[src/rtl/axi_llc_pkg.sv]
// LLC-wide shared types: cache unit identifiers and the static cache configuration.
package axi_llc_pkg;

  // Unit index used to tag way traffic. The tag is wider than the unit count so that
  // corrupted tags can be detected downstream.
  typedef enum logic [2:0] {
    EvictUnit  = 3'd0,
    RefillUnit = 3'd1,
    WChanUnit  = 3'd2,
    RChanUnit  = 3'd3
  } cache_unit_e;

  typedef struct packed {
    int unsigned SetAssociativity;
    int unsigned NumLines;
    int unsigned NumBlocks;
  } llc_cfg_t;

endpackage

[src/rtl/axi_llc_way_xbar_pkg.sv]
// Way-bus payload layout shared by the way crossbar, its interface and the data ways.
package axi_llc_way_xbar_pkg;

  localparam int unsigned WayIndWidth    = 4;
  localparam int unsigned LineAddrWidth  = 10;
  localparam int unsigned BlkOffsetWidth = 3;
  localparam int unsigned DataWidth      = 64;
  localparam int unsigned StrbWidth      = DataWidth / 8;

  typedef struct packed {
    axi_llc_pkg::cache_unit_e    cache_unit;
    logic [WayIndWidth-1:0]      way_ind;
    logic [LineAddrWidth-1:0]    line_addr;
    logic [BlkOffsetWidth-1:0]   blk_offset;
    logic                        we;
    logic [DataWidth-1:0]        data;
    logic [StrbWidth-1:0]        strb;
  } way_inp_t;

  typedef struct packed {
    axi_llc_pkg::cache_unit_e    cache_unit;
    logic [DataWidth-1:0]        data;
  } way_oup_t;

  // A request may complete only once every way it selects is ready; an empty
  // selection is trivially ready so it gets drained.
  function automatic logic all_sel_ready(logic [WayIndWidth-1:0] way_ind,
                                         logic [WayIndWidth-1:0] ready);
    return &(ready | ~way_ind);
  endfunction

endpackage

[src/rtl/axi_llc_way_xbar_if.sv]
// Bundle of all unit-side and way-side handshake channels around the way crossbar.
interface axi_llc_way_xbar_if #(
  parameter int unsigned NumUnits = 4,
  parameter int unsigned NumWays  = axi_llc_way_xbar_pkg::WayIndWidth
) ();
  import axi_llc_way_xbar_pkg::*;

  way_inp_t            unit_inp [NumUnits];
  logic [NumUnits-1:0] unit_inp_valid;
  logic [NumUnits-1:0] unit_inp_ready;

  way_inp_t            way_inp;
  logic [NumWays-1:0]  way_inp_valid;
  logic [NumWays-1:0]  way_inp_ready;

  way_oup_t            way_out [NumWays];
  logic [NumWays-1:0]  way_out_valid;
  logic [NumWays-1:0]  way_out_ready;

  way_oup_t            unit_out [NumUnits];
  logic [NumUnits-1:0] unit_out_valid;
  logic [NumUnits-1:0] unit_out_ready;

  // Crossbar view.
  modport slave (
    input  unit_inp, unit_inp_valid, way_inp_ready, way_out, way_out_valid, unit_out_ready,
    output unit_inp_ready, way_inp, way_inp_valid, way_out_ready, unit_out, unit_out_valid
  );

  // Neighbour (units and ways) view.
  modport master (
    output unit_inp, unit_inp_valid, way_inp_ready, way_out, way_out_valid, unit_out_ready,
    input  unit_inp_ready, way_inp, way_inp_valid, way_out_ready, unit_out, unit_out_valid
  );

endinterface

[src/rtl/axi_llc_way_xbar_rr_arb.sv]
// Round-robin arbiter with grant lock: a grant without handshake is held until it completes.
module axi_llc_rr_arb #(
  parameter int unsigned N = 4,
  localparam int unsigned IdxW = (N > 1) ? $clog2(N) : 1
) (
  input  logic            clk_i,
  input  logic            rst_ni,
  input  logic [N-1:0]    req_i,
  input  logic            ack_i,
  output logic [N-1:0]    gnt_o,
  output logic [IdxW-1:0] idx_o,
  output logic            valid_o
);

  logic [IdxW-1:0] ptr_q, ptr_d;
  logic [IdxW-1:0] lock_idx_q, lock_idx_d;
  logic            lock_q, lock_d;
  logic [IdxW-1:0] sel;
  logic [IdxW-1:0] cand;
  logic            found;

  // Select the first requester at or after the pointer unless a grant is locked.
  always_comb begin
    sel   = ptr_q;
    cand  = '0;
    found = 1'b0;
    for (int unsigned i = 0; i < N; i++) begin
      cand = IdxW'((32'(ptr_q) + i) % N);
      if (!found && req_i[cand]) begin
        found = 1'b1;
        sel   = cand;
      end
    end
    if (lock_q) begin
      sel = lock_idx_q;
    end
    idx_o      = sel;
    valid_o    = req_i[sel];
    gnt_o      = '0;
    gnt_o[sel] = valid_o;
  end

  // Advance past the winner on handshake; otherwise pin the outstanding grant.
  always_comb begin
    ptr_d      = ptr_q;
    lock_d     = lock_q;
    lock_idx_d = lock_idx_q;
    if (valid_o && ack_i) begin
      lock_d = 1'b0;
      ptr_d  = (sel == IdxW'(N - 1)) ? '0 : sel + 1'b1;
    end else if (valid_o) begin
      lock_d     = 1'b1;
      lock_idx_d = sel;
    end
  end

  // Arbiter state registers.
  always_ff @(posedge clk_i) begin
    if (!rst_ni) begin
      ptr_q      <= '0;
      lock_q     <= 1'b0;
      lock_idx_q <= '0;
    end else begin
      ptr_q      <= ptr_d;
      lock_q     <= lock_d;
      lock_idx_q <= lock_idx_d;
    end
  end

endmodule

[src/rtl/axi_llc_way_xbar.sv]
// Crossbar between LLC cache units and data ways: arbitrated request broadcast, tagged
// response return. Both directions are combinational around registered arbiter state.
module axi_llc_way_xbar
  import axi_llc_pkg::*;
  import axi_llc_way_xbar_pkg::*;
#(
  parameter llc_cfg_t    Cfg      = '{SetAssociativity: WayIndWidth, NumLines: 32'd256,
                                      NumBlocks: 32'd8},
  parameter int unsigned NumUnits = 4
) (
  input  logic              clk_i,
  input  logic              rst_ni,
  axi_llc_way_xbar_if.slave bus
);

  localparam int unsigned NumWays  = Cfg.SetAssociativity;
  localparam int unsigned UnitIdxW = (NumUnits > 1) ? $clog2(NumUnits) : 1;
  localparam int unsigned WayIdxW  = (NumWays > 1) ? $clog2(NumWays) : 1;

  // Request path.
  logic [NumUnits-1:0] req_gnt;
  logic [UnitIdxW-1:0] req_idx;
  logic                req_valid;
  logic                req_ack;
  way_inp_t            req_sel;

  axi_llc_rr_arb #(
    .N(NumUnits)
  ) i_req_arb (
    .clk_i  (clk_i),
    .rst_ni (rst_ni),
    .req_i  (bus.unit_inp_valid),
    .ack_i  (req_ack),
    .gnt_o  (req_gnt),
    .idx_o  (req_idx),
    .valid_o(req_valid)
  );

  // Broadcast the granted request and steer valid by its way select.
  always_comb begin
    req_sel            = bus.unit_inp[req_idx];
    req_ack            = req_valid & all_sel_ready(req_sel.way_ind, bus.way_inp_ready);
    bus.way_inp        = req_sel;
    bus.way_inp_valid  = req_valid ? req_sel.way_ind : '0;
    bus.unit_inp_ready = req_ack ? req_gnt : '0;
  end

  // Response path.
  logic [NumUnits-1:0][NumWays-1:0] rsp_req;
  logic [NumUnits-1:0][NumWays-1:0] rsp_gnt;
  logic [NumUnits-1:0][WayIdxW-1:0] rsp_idx;
  logic [NumUnits-1:0]              rsp_valid;
  logic [NumUnits-1:0]              rsp_ack;
  logic [NumWays-1:0]               rsp_illegal;

  // Sort valid way responses by destination unit; out-of-range tags are flagged for draining.
  always_comb begin
    rsp_req     = '0;
    rsp_illegal = '0;
    for (int unsigned w = 0; w < NumWays; w++) begin
      if (32'(bus.way_out[w].cache_unit) >= NumUnits) begin
        rsp_illegal[w] = bus.way_out_valid[w];
      end
      for (int unsigned u = 0; u < NumUnits; u++) begin
        if (32'(bus.way_out[w].cache_unit) == u) begin
          rsp_req[u][w] = bus.way_out_valid[w];
        end
      end
    end
  end

  for (genvar u = 0; u < NumUnits; u++) begin : g_rsp
    axi_llc_rr_arb #(
      .N(NumWays)
    ) i_rsp_arb (
      .clk_i  (clk_i),
      .rst_ni (rst_ni),
      .req_i  (rsp_req[u]),
      .ack_i  (rsp_ack[u]),
      .gnt_o  (rsp_gnt[u]),
      .idx_o  (rsp_idx[u]),
      .valid_o(rsp_valid[u])
    );
  end

  assign rsp_ack = rsp_valid & bus.unit_out_ready;

  // Deliver each unit's winning response and return its ready to the owning way.
  always_comb begin
    bus.way_out_ready  = rsp_illegal;
    bus.unit_out_valid = rsp_valid;
    for (int unsigned u = 0; u < NumUnits; u++) begin
      bus.unit_out[u]   = bus.way_out[rsp_idx[u]];
      bus.way_out_ready = bus.way_out_ready | (rsp_gnt[u] & {NumWays{bus.unit_out_ready[u]}});
    end
  end

  // Zero or multi-hot way selects are tolerated in hardware but flagged in simulation.
  assert property (@(posedge clk_i) disable iff (!rst_ni) req_valid |-> $onehot(req_sel.way_ind))
    else $warning("axi_llc_way_xbar: way_ind not one-hot (%b)", req_sel.way_ind);

  for (genvar w = 0; w < NumWays; w++) begin : g_tag_chk
    assert property (@(posedge clk_i) disable iff (!rst_ni) !rsp_illegal[w])
      else $warning("axi_llc_way_xbar: way %0d returned out-of-range cache_unit", w);
  end

endmodule

[src/flat_wrapper.sv]
// flat-port wrapper written by rule: the top's interface ports become plain ports
module axi_llc_way_xbar_flat import axi_llc_pkg::*; import axi_llc_way_xbar_pkg::*;
#(
  parameter llc_cfg_t    Cfg      = '{SetAssociativity: WayIndWidth, NumLines: 32'd256,
                                      NumBlocks: 32'd8},
  parameter int unsigned NumUnits = 4
)
  (clk_i, rst_ni, bus_unit_inp, bus_unit_inp_valid, bus_way_inp_ready, bus_way_out, bus_way_out_valid, bus_unit_out_ready, bus_unit_inp_ready, bus_way_inp, bus_way_inp_valid, bus_way_out_ready, bus_unit_out, bus_unit_out_valid);
  axi_llc_way_xbar_if #(.NumUnits(NumUnits), .NumWays((4))) bus_i ();
  input  logic clk_i;
  input  logic rst_ni;
  input wire logic [$bits(bus_i.unit_inp)-1:0] bus_unit_inp;
  input wire logic [$bits(bus_i.unit_inp_valid)-1:0] bus_unit_inp_valid;
  input wire logic [$bits(bus_i.way_inp_ready)-1:0] bus_way_inp_ready;
  input wire logic [$bits(bus_i.way_out)-1:0] bus_way_out;
  input wire logic [$bits(bus_i.way_out_valid)-1:0] bus_way_out_valid;
  input wire logic [$bits(bus_i.unit_out_ready)-1:0] bus_unit_out_ready;
  output wire logic [$bits(bus_i.unit_inp_ready)-1:0] bus_unit_inp_ready;
  output wire logic [$bits(bus_i.way_inp)-1:0] bus_way_inp;
  output wire logic [$bits(bus_i.way_inp_valid)-1:0] bus_way_inp_valid;
  output wire logic [$bits(bus_i.way_out_ready)-1:0] bus_way_out_ready;
  output wire logic [$bits(bus_i.unit_out)-1:0] bus_unit_out;
  output wire logic [$bits(bus_i.unit_out_valid)-1:0] bus_unit_out_valid;
  assign bus_i.unit_inp = {>>{bus_unit_inp}};
  assign bus_i.unit_inp_valid = bus_unit_inp_valid;
  assign bus_i.way_inp_ready = bus_way_inp_ready;
  assign bus_i.way_out = {>>{bus_way_out}};
  assign bus_i.way_out_valid = bus_way_out_valid;
  assign bus_i.unit_out_ready = bus_unit_out_ready;
  assign bus_unit_inp_ready = bus_i.unit_inp_ready;
  assign bus_way_inp = bus_i.way_inp;
  assign bus_way_inp_valid = bus_i.way_inp_valid;
  assign bus_way_out_ready = bus_i.way_out_ready;
  assign bus_unit_out = {>>{bus_i.unit_out}};
  assign bus_unit_out_valid = bus_i.unit_out_valid;
  axi_llc_way_xbar #(.Cfg(Cfg), .NumUnits(NumUnits)) u_core (.clk_i(clk_i), .rst_ni(rst_ni), .bus(bus_i));
endmodule
[config.mk]
export PLATFORM = sky130hd
export DESIGN_NAME = axi_llc_way_xbar_flat
export DESIGN_NICKNAME = d
export VERILOG_FILES = /design/src/rtl/axi_llc_pkg.sv /design/src/rtl/axi_llc_way_xbar_pkg.sv /design/src/rtl/axi_llc_way_xbar_if.sv /design/src/rtl/axi_llc_way_xbar_rr_arb.sv /design/src/rtl/axi_llc_way_xbar.sv /design/src/flat_wrapper.sv
export SDC_FILE = /design/constraint.sdc
export NUM_CORES = 1
export LEC_CHECK = 0
export CAP_MARGIN = 5
export CORE_AREA = 2 2 406 408
export CTS_BUF_LIST = sky130_fd_sc_hd__clkbuf_16
export CTS_CLUSTER_SIZE = 25
export DETAILED_ROUTE_END_ITERATION = 10
export DIE_AREA = 0 0 408 410
export GPL_ROUTABILITY_DRIVEN = 0
export GPL_TIMING_DRIVEN = 0
export SLEW_MARGIN = 20
export SYNTH_ARGS = -nofsm -noshare
export SYNTH_HDL_FRONTEND = slang
export SYNTH_SLANG_ARGS = --single-unit
export TNS_END_PERCENT = 50
[constraint.sdc]
create_clock -name clk_i -period 8.1 [get_ports clk_i]
set_clock_uncertainty 0.2 [all_clocks]
set_input_delay 0.81 -clock clk_i [delete_from_list [all_inputs] [get_ports clk_i]]
set_output_delay 0.81 -clock clk_i [all_outputs]
set_load 0.1 [all_outputs]
# Yosys cells after proc, flatten, opt, wreduce, memory -nomap -nowiden
# Cells that the tools add are included.
[totals]
ff_bits = 25
inputBits = 658
out_inout_bits = 377
wordCells = 311
[op_classes]
n_addsub = 20
order_cmp = 39
eq_ne = 17
n_mux = 137
n_bitwise = 28
n_reduce_logical = 55
[ops]
columns = ["cell", "count"]
rows = [
  ["$bmux 67 s2", 4],
  ["$mux 67", 8],
  ["$bmux 93 s2", 1],
  ["$mux 93", 2],
  ["$lt 2x3->1 const B", 25],
  ["$mux 1", 65],
  ["$bmux 1 s2", 25],
  ["$mux 2", 25],
  ["$and 4x4->4", 10],
  ["$ge 3x3->1 const B", 9],
  ["$logic_and 1x1->1", 25],
  ["$eq 3x2->1 const B", 8],
  ["$add 2x1->2 const B", 10],
  ["$add 2x2->2 const B", 10],
  ["$or 4x4->4", 5],
  ["$logic_not 1->1", 15],
  ["$not 2->3", 5],
  ["$eq 3x1->1 const B", 4],
  ["$logic_not 3->1", 4],
  ["$demux 1 s2", 5],
  ["$eq 2x2->1 const B", 5],
  ["$ge 2x1->1 const B", 5],
  ["$reduce_and 2->1", 5],
  ["$reduce_or 2->1", 5],
  ["other kinds (5)", 11],
]

# Depth between registers and ports, before layout
# Gate-level depths: netlist of run 1.
[depth]
ltp_word = 25
mapped_depth = 12
depth_no_buf = 10

# Hierarchy
# Synthesis of run 1 repeated with hierarchy kept, for this count alone.
[hier_totals]
cells_unflattened = 870
hier_area_um2 = 12011.5
[by_module_without_submodules]
columns = ["module", "instances", "cells_each", "area_each_um2", "seq_area_each_um2"]
rows = [
  ["axi_llc_way_xbar", 1, 512, 8994.9, 0.0],
  ["axi_llc_rr_arb (u_core.g_rsp[0].i_rsp_arb ...)", 4, 73, 609.3, 100.1],
  ["axi_llc_rr_arb (u_core.i_req_arb)", 1, 66, 579.3, 100.1],
]

# Worst setup path before layout of run 1
# No wires, ideal clock.
[synth_timing]
path_kind = "input-to-output"
start = "input bus_unit_inp_valid[2]"
end = "output bus_way_inp_valid[2]"
arrival_ns = 4.335
t_required_ns = 7.090
path_slack_ns = 2.755
cell_stages = 9
n_path_buf = 2
path_cell_list = "and2b_1 -> o21a_1 -> o41a_1 -> buf_6 -> inv_8 -> buf_8 -> a221oi_1 -> a21oi_1 -> and2_1"
[synth_via]
elab_chain_cells = 18
word_cells_on_any_way = 28
classes_between = "21 x mux; 1 x bitwise; 6 x reduce/logical"
[synth_lines]
columns = ["item", "line", "text"]
rows = [
  ["start, declared", "flat_wrapper.sv:13", "input wire logic [$bits(bus_i.unit_inp_valid)-1:0] bus_unit_inp_valid;"],
  ["$bmux 1 s2", "axi_llc_way_xbar_rr_arb.sv:29", "if (!found && req_i[cand]) begin"],
  ["$mux 1 (not written as such)", "axi_llc_way_xbar_rr_arb.sv:29", ""],
  ["$mux 1", "axi_llc_way_xbar_rr_arb.sv:29", ""],
  ["$logic_not 1->1", "axi_llc_way_xbar_rr_arb.sv:29", ""],
  ["$logic_and 1x1->1", "axi_llc_way_xbar_rr_arb.sv:29", ""],
  ["$mux 1", "axi_llc_way_xbar_rr_arb.sv:29", ""],
  ["$logic_not 1->1", "axi_llc_way_xbar_rr_arb.sv:29", ""],
  ["$logic_and 1x1->1", "axi_llc_way_xbar_rr_arb.sv:29", ""],
  ["[... 3 more ...]", "-", ""],
  ["$mux 2 *", "axi_llc_way_xbar_rr_arb.sv:29", ""],
  ["$mux 2 *", "axi_llc_way_xbar_rr_arb.sv:34", "if (lock_q) begin"],
  ["named net u_core.i_req_arb.idx_o[0]", "axi_llc_way_xbar_rr_arb.sv:11", "output logic [IdxW-1:0] idx_o,"],
  ["$not 2->3 (not written as such) *", "axi_llc_way_xbar.sv:41", "req_sel = bus.unit_inp[req_idx];"],
  ["$bmux 93 s2 *", "axi_llc_way_xbar.sv:41", ""],
  ["$mux 93 (not written as such) * (2 in a row)", "axi_llc_way_xbar.sv:41", ""],
  ["named net bus_way_inp[88]", "flat_wrapper.sv:19", "output wire logic [$bits(bus_i.way_inp)-1:0] bus_way_inp;"],
  ["$mux 4 *", "axi_llc_way_xbar.sv:44", "bus.way_inp_valid = req_valid ? req_sel.way_ind : '0;"],
  ["end, declared", "flat_wrapper.sv:20", "output wire logic [$bits(bus_i.way_inp_valid)-1:0] bus_way_inp_valid;"],
]
# Mark *: on every way through the listed nets, which the timed path passes. The rest lies on a longest branch. The select of a mux whose other input is x is not followed.

# Final worst setup path of run 1
[layout_timing]
start = "input bus_way_out[133]"
end = "output bus_unit_out[54]"
[layout_via]
elab_chain_cells = 19
word_cells_on_any_way = 27
classes_between = "1 x eq/ne; 19 x mux; 1 x bitwise; 6 x reduce/logical"
[layout_lines]
columns = ["item", "line", "text"]
rows = [
  ["start, declared", "flat_wrapper.sv:15", "input wire logic [$bits(bus_i.way_out)-1:0] bus_way_out;"],
  ["$eq 3x2->1 *", "axi_llc_way_xbar.sv:65", "if (32'(bus.way_out[w].cache_unit) == u) begin"],
  ["$mux 1 *", "axi_llc_way_xbar.sv:65", ""],
  ["$bmux 1 s2", "axi_llc_way_xbar_rr_arb.sv:29", ""],
  ["$mux 1 (not written as such)", "axi_llc_way_xbar_rr_arb.sv:29", ""],
  ["$mux 1", "axi_llc_way_xbar_rr_arb.sv:29", ""],
  ["$logic_not 1->1", "axi_llc_way_xbar_rr_arb.sv:29", ""],
  ["$logic_and 1x1->1", "axi_llc_way_xbar_rr_arb.sv:29", ""],
  ["$mux 1", "axi_llc_way_xbar_rr_arb.sv:29", ""],
  ["[... 2 more ...]", "-", ""],
  ["$mux 1", "axi_llc_way_xbar_rr_arb.sv:29", ""],
  ["$logic_not 1->1", "axi_llc_way_xbar_rr_arb.sv:29", ""],
  ["$logic_and 1x1->1", "axi_llc_way_xbar_rr_arb.sv:29", ""],
  ["$mux 2 *", "axi_llc_way_xbar_rr_arb.sv:29", ""],
  ["$mux 2 *", "axi_llc_way_xbar_rr_arb.sv:34", ""],
  ["$not 2->3 (not written as such) *", "axi_llc_way_xbar.sv:93", "bus.unit_out[u] = bus.way_out[rsp_idx[u]];"],
  ["$bmux 67 s2 *", "axi_llc_way_xbar.sv:93", ""],
  ["$mux 67 (not written as such) * (2 in a row)", "axi_llc_way_xbar.sv:93", ""],
  ["end, declared", "flat_wrapper.sv:22", "output wire logic [$bits(bus_i.unit_out)-1:0] bus_unit_out;"],
]
# Mark *: on every way between the ends. The rest lies on a longest branch, timed or not. The select of a mux whose other input is x is not followed.

==> results of run 1 <==
-- critical path, delay by kind of cell --
family | cells | cell delay, ns
AO/OA/AOI/OAI | 5 | 1.69
AND/OR/NAND/NOR | 1 | 0.33
buffers and inverters | 6 | 4.05
-- layer usage --
metal	global-route usage, %	vias up	routed length (um)
met3	8.97	574	23300
met2	38.2	2274	93900
li1	-	9935	-
met4	9.81	78	10800
met1	21.1	11600	59900
met5	0	-	507
-- placed cells by master (no fill, tap or decap), types with 6 or more instances in the layout --
master,netlist,final
nand2_1,1097,1097
clkdlybuf4s50_1,0,950
a31oi_1,270,270
and3_1,269,269
clkbuf_1,142,140
buf_2,54,126
mux4_2,90,90
diode_2,0,40
nor2_1,30,30
dfxtp_1,25,25
o21ai_0,21,21
mux2i_1,20,20
a21oi_1,19,18
ha_1,17,17
buf_4,13,13
inv_1,9,9
a211oi_1,9,9
nand3_1,8,8
inv_2,7,7
o221ai_1,7,7
nor2b_1,6,6
nor3_1,6,6
and2_1,6,6
buf_1,6,6
-- area by class of cell --
| type | count | area (um^2) |
|---|---|---|
| antenna | 40 | 100 |
| buffer | 219 | 975 |
| clock buffer | 3 | 75.1 |
| clock inverter | 1 | 5.00 |
| fill | 18800 | 138000 |
| inverter | 20 | 88.8 |
| multi-input combinational | 1963 | 11400 |
| sequential | 25 | 500 |
| tap | 2189 | 2740 |
| timing repair buffer | 1028 | 9980 |
-- power by group --
group	switching (mW)	internal (mW)	total, mW
Combinational	6.13	1.82	7.95
Sequential	0.0199	0.138	0.158
Clock	0.0491	0.0667	0.116
Total	6.20	2.03	8.23
-- worst max path at each step --
stage	endpoint	start	depth (start not counted)
final	bus_unit_out[54]	bus_way_out[133]	12
after floorplan	bus_way_inp_valid[2]	bus_unit_inp_valid[2]	9
after detailed placement	bus_unit_out[54]	bus_way_out[133]	12
after global routing	bus_unit_out[54]	bus_way_out[133]	12
after global placement	bus_unit_out[122]	bus_way_out[133]	13
after CTS	bus_unit_out[54]	bus_way_out[133]	12
-- through the flow --
stage               setup WS [ns]  instance area, um^2  utilization (%)  instances  setup TNS [ns]
floorplan                    2.76                12900                -       2227               0
global placement           -0.919                25900             15.8       5440          -27.34
detailed placement          0.119                25700             15.7       5444               0
CTS                        0.0895                25800             15.8       5448               0
global route               0.0902                25800             15.8       5469               0
finish                      0.137                25800             15.8       5488               0
-- logic make-up (layout without fill, tap and decap cells) --
kind of cell	after synthesis	after routing
AO/OA/AOI/OAI	369	369
buffers and inverters	239	1271
other	0	40
flip-flops	25	25
AND/OR/NAND/NOR	1465	1465
multiplexers	112	112
adder cells (fa/ha/maj)	17	17
-- repair_timing --
action / in CTS / in global routing
buffers inserted: 0 / 0
gates resized for setup: 0 / 1
setup endpoints to repair: 0 / 1
-- flip-flops by register name, indices dropped and copies added, names as in the netlist --
register and cells:
u_core.i_req_arb.ptr_q 2, u_core.g_rsp.i_rsp_arb.ptr_q 8, u_core.g_rsp.i_rsp_arb.lock_idx_q 8, u_core.i_req_arb.lock_q 1
u_core.g_rsp.i_rsp_arb.lock_q 4, u_core.i_req_arb.lock_idx_q 2
-- synth_stat cells (all sizes together) (5+ instances only) --
cell type,count
dfxtp,25
mux4,90
clkbuf,142
buf,77
nand3,8
a31oi,270
mux2i,22
ha,17
and2,11
nor3,6
inv,18
o221ai,7
o21ai,26
nand4bb,5
a21oi,20
a211oi,10
and3,273
a221oi,5
nand2,1097
nor2b,7
nor2,30
==> metrics.txt, run 1 <==
register bit total from synthesis 25; Hold Vio Cnt, Final 0; Yosys Warn Count 0; Top FF cell, synth dfxtp_1; Synth area leader nand2_1; DIE WIDTH 408 um; overall routing resource usage a little over a fifth; Antenna Nets Post-Route 0; Final Setup Violations 0; largest family of logic cells by synthesized area simple AND/OR/NAND/NOR gates; min-delay worst type reg2reg; DRC errors left 0; initial antenna violation count about 150; # rows 149; post-synthesis cell count 2227; hold_sp u_core.i_req_arb.ptr_q[0]; average size of a mapped cell around 5.8 um^2; portion of netlist area occupied by mux cells ~18%; RSZ-0062 raised after global routing no; Skew-Pair Late Insertion Delay roughly 0.27 ns; R2R setup slack ~4.3 ns; cell breakdown of the critical path clkdlybuf4s50_1, clkbuf_1, nand4b_1, a21boi_0, o21ai_0, o211ai_1, o21ai_2, clkinvlp_4, clkbuf_1, clkbuf_1, a31oi_1, clkdlybuf4s50_1; largest fanout on the critical path 10; clock slew seen by the registers of the worst setup and hold paths about 0.070 ns; CP startpoint kind input port; sequential area share after synthesis a little under 4%; vias in the first global route 22100; WL final between 150 and 200 mm; R2R cell count 7; worst path required time 7.09 ns; post-synth top area share between 30% and 40%; reg2reg start u_core.g_rsp[3].i_rsp_arb.ptr_q[1]; total power between 8 and 9 mW; critical path class in2out; Hold Slack ~0.3 ns; Initial Util about 7.9%; post-synthesis xor/xnor area fraction 0%; CTS Root Cell clkbuf_16; peak supply drop between 200 and 250 uV; Synth area leaders nand2_1 (32%), mux4_2 (16%), a31oi_1 (13%), and3_1 (13%), clkbuf_1 (4.1%); fin crit period around 8.0 ns; max incr delay on CP roughly 1.2 ns; H-tree levels 1; Synth Net Count slightly below 3000; P_leak between 10 and 15 nW; Num Clock Sinks 25; Tcrit/Tclk final a little over nine tenths; CORE AREA between 150000 and 200000 um^2; Worst-Margin Slew 1.23 ns; CP max stage cell clkdlybuf4s50_1; r2r endpoint u_core.g_rsp[3].i_rsp_arb.lock_idx_q[0]; synth-to-layout area growth 100%; post-synthesis cell area 12900 um^2; Synth Area in Adders around 1.7%; PD cells 319 nW/um^2; Post-synth ARST share 0%; first-pass GRT wire length ~240 mm; max cap viols 0; via/cell ratio 4.46; Post-DP HPWL 163 mm; Compound-Gate Fraction of Synth Area between 10% and 20%; count of cell types in the netlist 76; slew margin rel. 17.7%; hold path depth 2; cts bufs inserted 3; Synth Area in Simple Gates 50.2%; fin nets approximately 3900; CTS tree done; Wirelength per Cell ~34 um; CP arrival between 6 and 7 ns; f_max 126 MHz; area of the die 167000 um^2; Post-CTS Hold Buffers 0; Via Count 24500; Setup crit end kind output port; largest net degree at the start of global routing 15; final slew viol count 0; IO Pins between 1000 and 1500; status completed; Iteration-0 DRC Markers 3393; input/output buffers between 1000 and 1500; drt pass-1 iters 7; total grt overflow 0; Hold Path Sink u_core.i_req_arb.ptr_q[0]; CTS max path bufs 2; Die Span Y approximately 410 um; Post-synth EDFFs 0; Most Frequent Cell on Critical Path clkbuf_1; layout cells sized above 1 approximately 9%
Power figures use the tool's default switching activity.
==> run 2: changes to the inputs <==
Settings changed: CORE_AREA 2 2 406 408 to 4 4 396 398, DIE_AREA 0 0 408 410 to 0 0 400 402, SETUP_SLACK_MARGIN set to 0.02.
==> run 2 against run 1 <==
Against the previous run: register-to-register slack better by 0.25 ns; sequential power about the same; design area down 0.69%; hold slack worse by 0.0095 ns; via count down 0.47%; non-clock buffer count down 1; core utilization up 0.93 points; cell count down 2.4%; sequential share of layout area about the same; die area down 3.9%; combinational power about the same; largest cell class unchanged.
==> metrics.txt, run 2 (synthesis gave the netlist of run 1 again) <==
overall routing resource usage between 20 and 25%; Pint about 2 mW; Worst-Margin Slew between 1 and 1.5 ns; Most Frequent Cell on Critical Path clkbuf_1; Num Clock Sinks 25; slew margin rel. a little under a fifth; Net Sw Frac 75.6%; Buf+Inv Stages, Crit Path 6; crit path launch bus_way_out[133]; # rows between 100 and 150; Seq pwr share around 1.9%; Hold Slack about 0.28 ns; status completed; WL final between 150 and 200 mm; CORE AREA about 150000 um^2; input/output buffers ~1000; Post-CTS Hold Buffers 0; initial antenna violation count ~150; Tcrit/Tclk final about 95%; R2R cell count 7; hold path depth 2; total grt overflow 0; area of the die ~160000 um^2; Skew-Pair Late Insertion Delay 0.27 ns; H-tree levels 1; Initial Util under 10%; family with the most delay on the worst path buffers and inverters; max incr delay on CP roughly 1.2 ns; CP max stage cell clkdlybuf4s50_1; clock slew seen by the registers of the worst setup and hold paths roughly 0.070 ns; CP arrival roughly 6.7 ns; Hold Vio Cnt, Final 0; biggest regs u_core.g_rsp.i_rsp_arb.lock_idx_q: 8 flops, u_core.g_rsp.i_rsp_arb.ptr_q: 8 flops, u_core.g_rsp.i_rsp_arb.lock_q: 4 flops; Wirelength per Cell between 30 and 40 um; worst path required time just over 7 ns; first-pass GRT wire length between 200 and 250 mm; fillers 17500; largest fanout on the critical path 10; combinational power share a little over nine tenths; synth-to-layout area growth 99.1%; design area ~26000 um^2; DRC errors left 0; CTS tree done; vias in the first global route between 20000 and 25000; multi-input logic area between 10000 and 15000 um^2; DIE WIDTH roughly 400 um; layout cells sized above 1 roughly 8.7%; drt pass-1 iters 7; PD cells roughly 320 nW/um^2; critical path class in2out; IO Pins around 1000; fin nets 3934; Setup crit end kind output port; max cap viols 0; Reg area about 500 um^2; P_leak 10.0 nW; Die Span Y 402 um; commonest non-fill, non-tap cell in the layout nand2_1; via/cell ratio 4.55; Via Count 24400; RSZ-0062 raised after global routing no; largest net degree at the start of global routing 14; Final Setup Violations 0; cell breakdown of the critical path clkdlybuf4s50_1, clkbuf_1, nand4b_1, a21boi_0, o21ai_0, o211ai_1, o21ai_2, clkinvlp_4, clkbuf_1, clkbuf_1, a31oi_1, clkdlybuf4s50_1; CTS max path bufs 2; hold_sp u_core.i_req_arb.lock_idx_q[0]; reg2reg start u_core.g_rsp[3].i_rsp_arb.ptr_q[1]; fin crit period ~7.7 ns; logic depth of the worst path, buffers included 12; Iteration-0 DRC Markers 3513; Post-DP HPWL 159 mm; most frequent cells in the layout nand2_1 (1097), clkdlybuf4s50_1 (947), a31oi_1 (270), and3_1 (269), clkbuf_1 (141); final slew viol count 0; peak supply drop 250 uV; CP startpoint kind input port; f_max 130 MHz; cts bufs inserted 3; CTS Root Cell clkbuf_16; Antenna Nets Post-Route 0; Switch Pwr ~6.2 mW; placed inst area about 25000 um^2; min-delay worst type reg2reg; Clk pwr share between 1 and 1.5%
-- run 2: final cells by class --
class | count | area share, %
diodes | 57 | 0.556
clock inverters | 1 | 0.0146
flip-flops and latches | 25 | 1.95
well taps | 2044 | 9.98
clock buffers | 3 | 0.293
plain buffers | 219 | 3.80
inverters | 20 | 0.347
repair buffers | 1027 | 38.8
multi-input cells | 1963 | 44.3
-- run 2: worst paths after layout --
path	to	slack [ns]
max	bus_unit_out[56]	0.38
min	u_core.i_req_arb.lock_idx_q[0]	0.28
max reg2reg	u_core.g_rsp[3].i_rsp_arb.lock_idx_q[0]	4.51
min reg2reg	u_core.i_req_arb.lock_idx_q[0]	0.28
-- run 2: what timing repair did --
action                                 in CTS  in global routing
setup buffers                               0                  0
gates resized for setup                     0                  1
setup endpoints to repair                   0                  1
endpoints found under the hold margin       0                  0
-- run 2: per-layer routing --
metal / vias to the layer above / share of wire [%] / global-route usage [%]
li1: 9954 / - / -
met1: 11500 / 32 / 21.8
met2: 2303 / 48 / 36.7
met3: 551 / 13 / 9.55
met4: 70 / 6.4 / 11.8
met5: - / 0.27 / 0
-- run 2: power groups by stage --
stage	registers (mW)	clock network [mW]	logic [mW]
4_1_cts	0.158	0.114	8.00
3_5_place_dp	0.160	0	7.97
3_3_place_gp	0.158	0	8.05
6_report	0.158	0.114	7.98
2_1_floorplan	0.154	0	5.41
5_1_grt	0.160	0.120	8.15
-- run 2: tightest hold or removal path, cell delays in order, from the launching register on --
cell     delay [ns]
dfxtp_1        0.31
o21ai_0        0.07
a21oi_1        0.06
-- run 2: per-stage QoR --
| stage | utilization, % | TNS (ns) | std cells | power (mW) | worst slack, ns |
|---|---|---|---|---|---|
| floorplan | - | 0 | 2227 | 5.56 | 2.76 |
| global placement | 16.8 | -11.68 | 5295 | 8.21 | -0.698 |
| detailed placement | 16.6 | 0 | 5298 | 8.13 | 0.0932 |
| CTS | 16.7 | 0 | 5302 | 8.27 | 0.0789 |
| global route | 16.7 | 0 | 5336 | 8.43 | 0.167 |
| finish | 16.7 | 0 | 5359 | 8.25 | 0.383 |
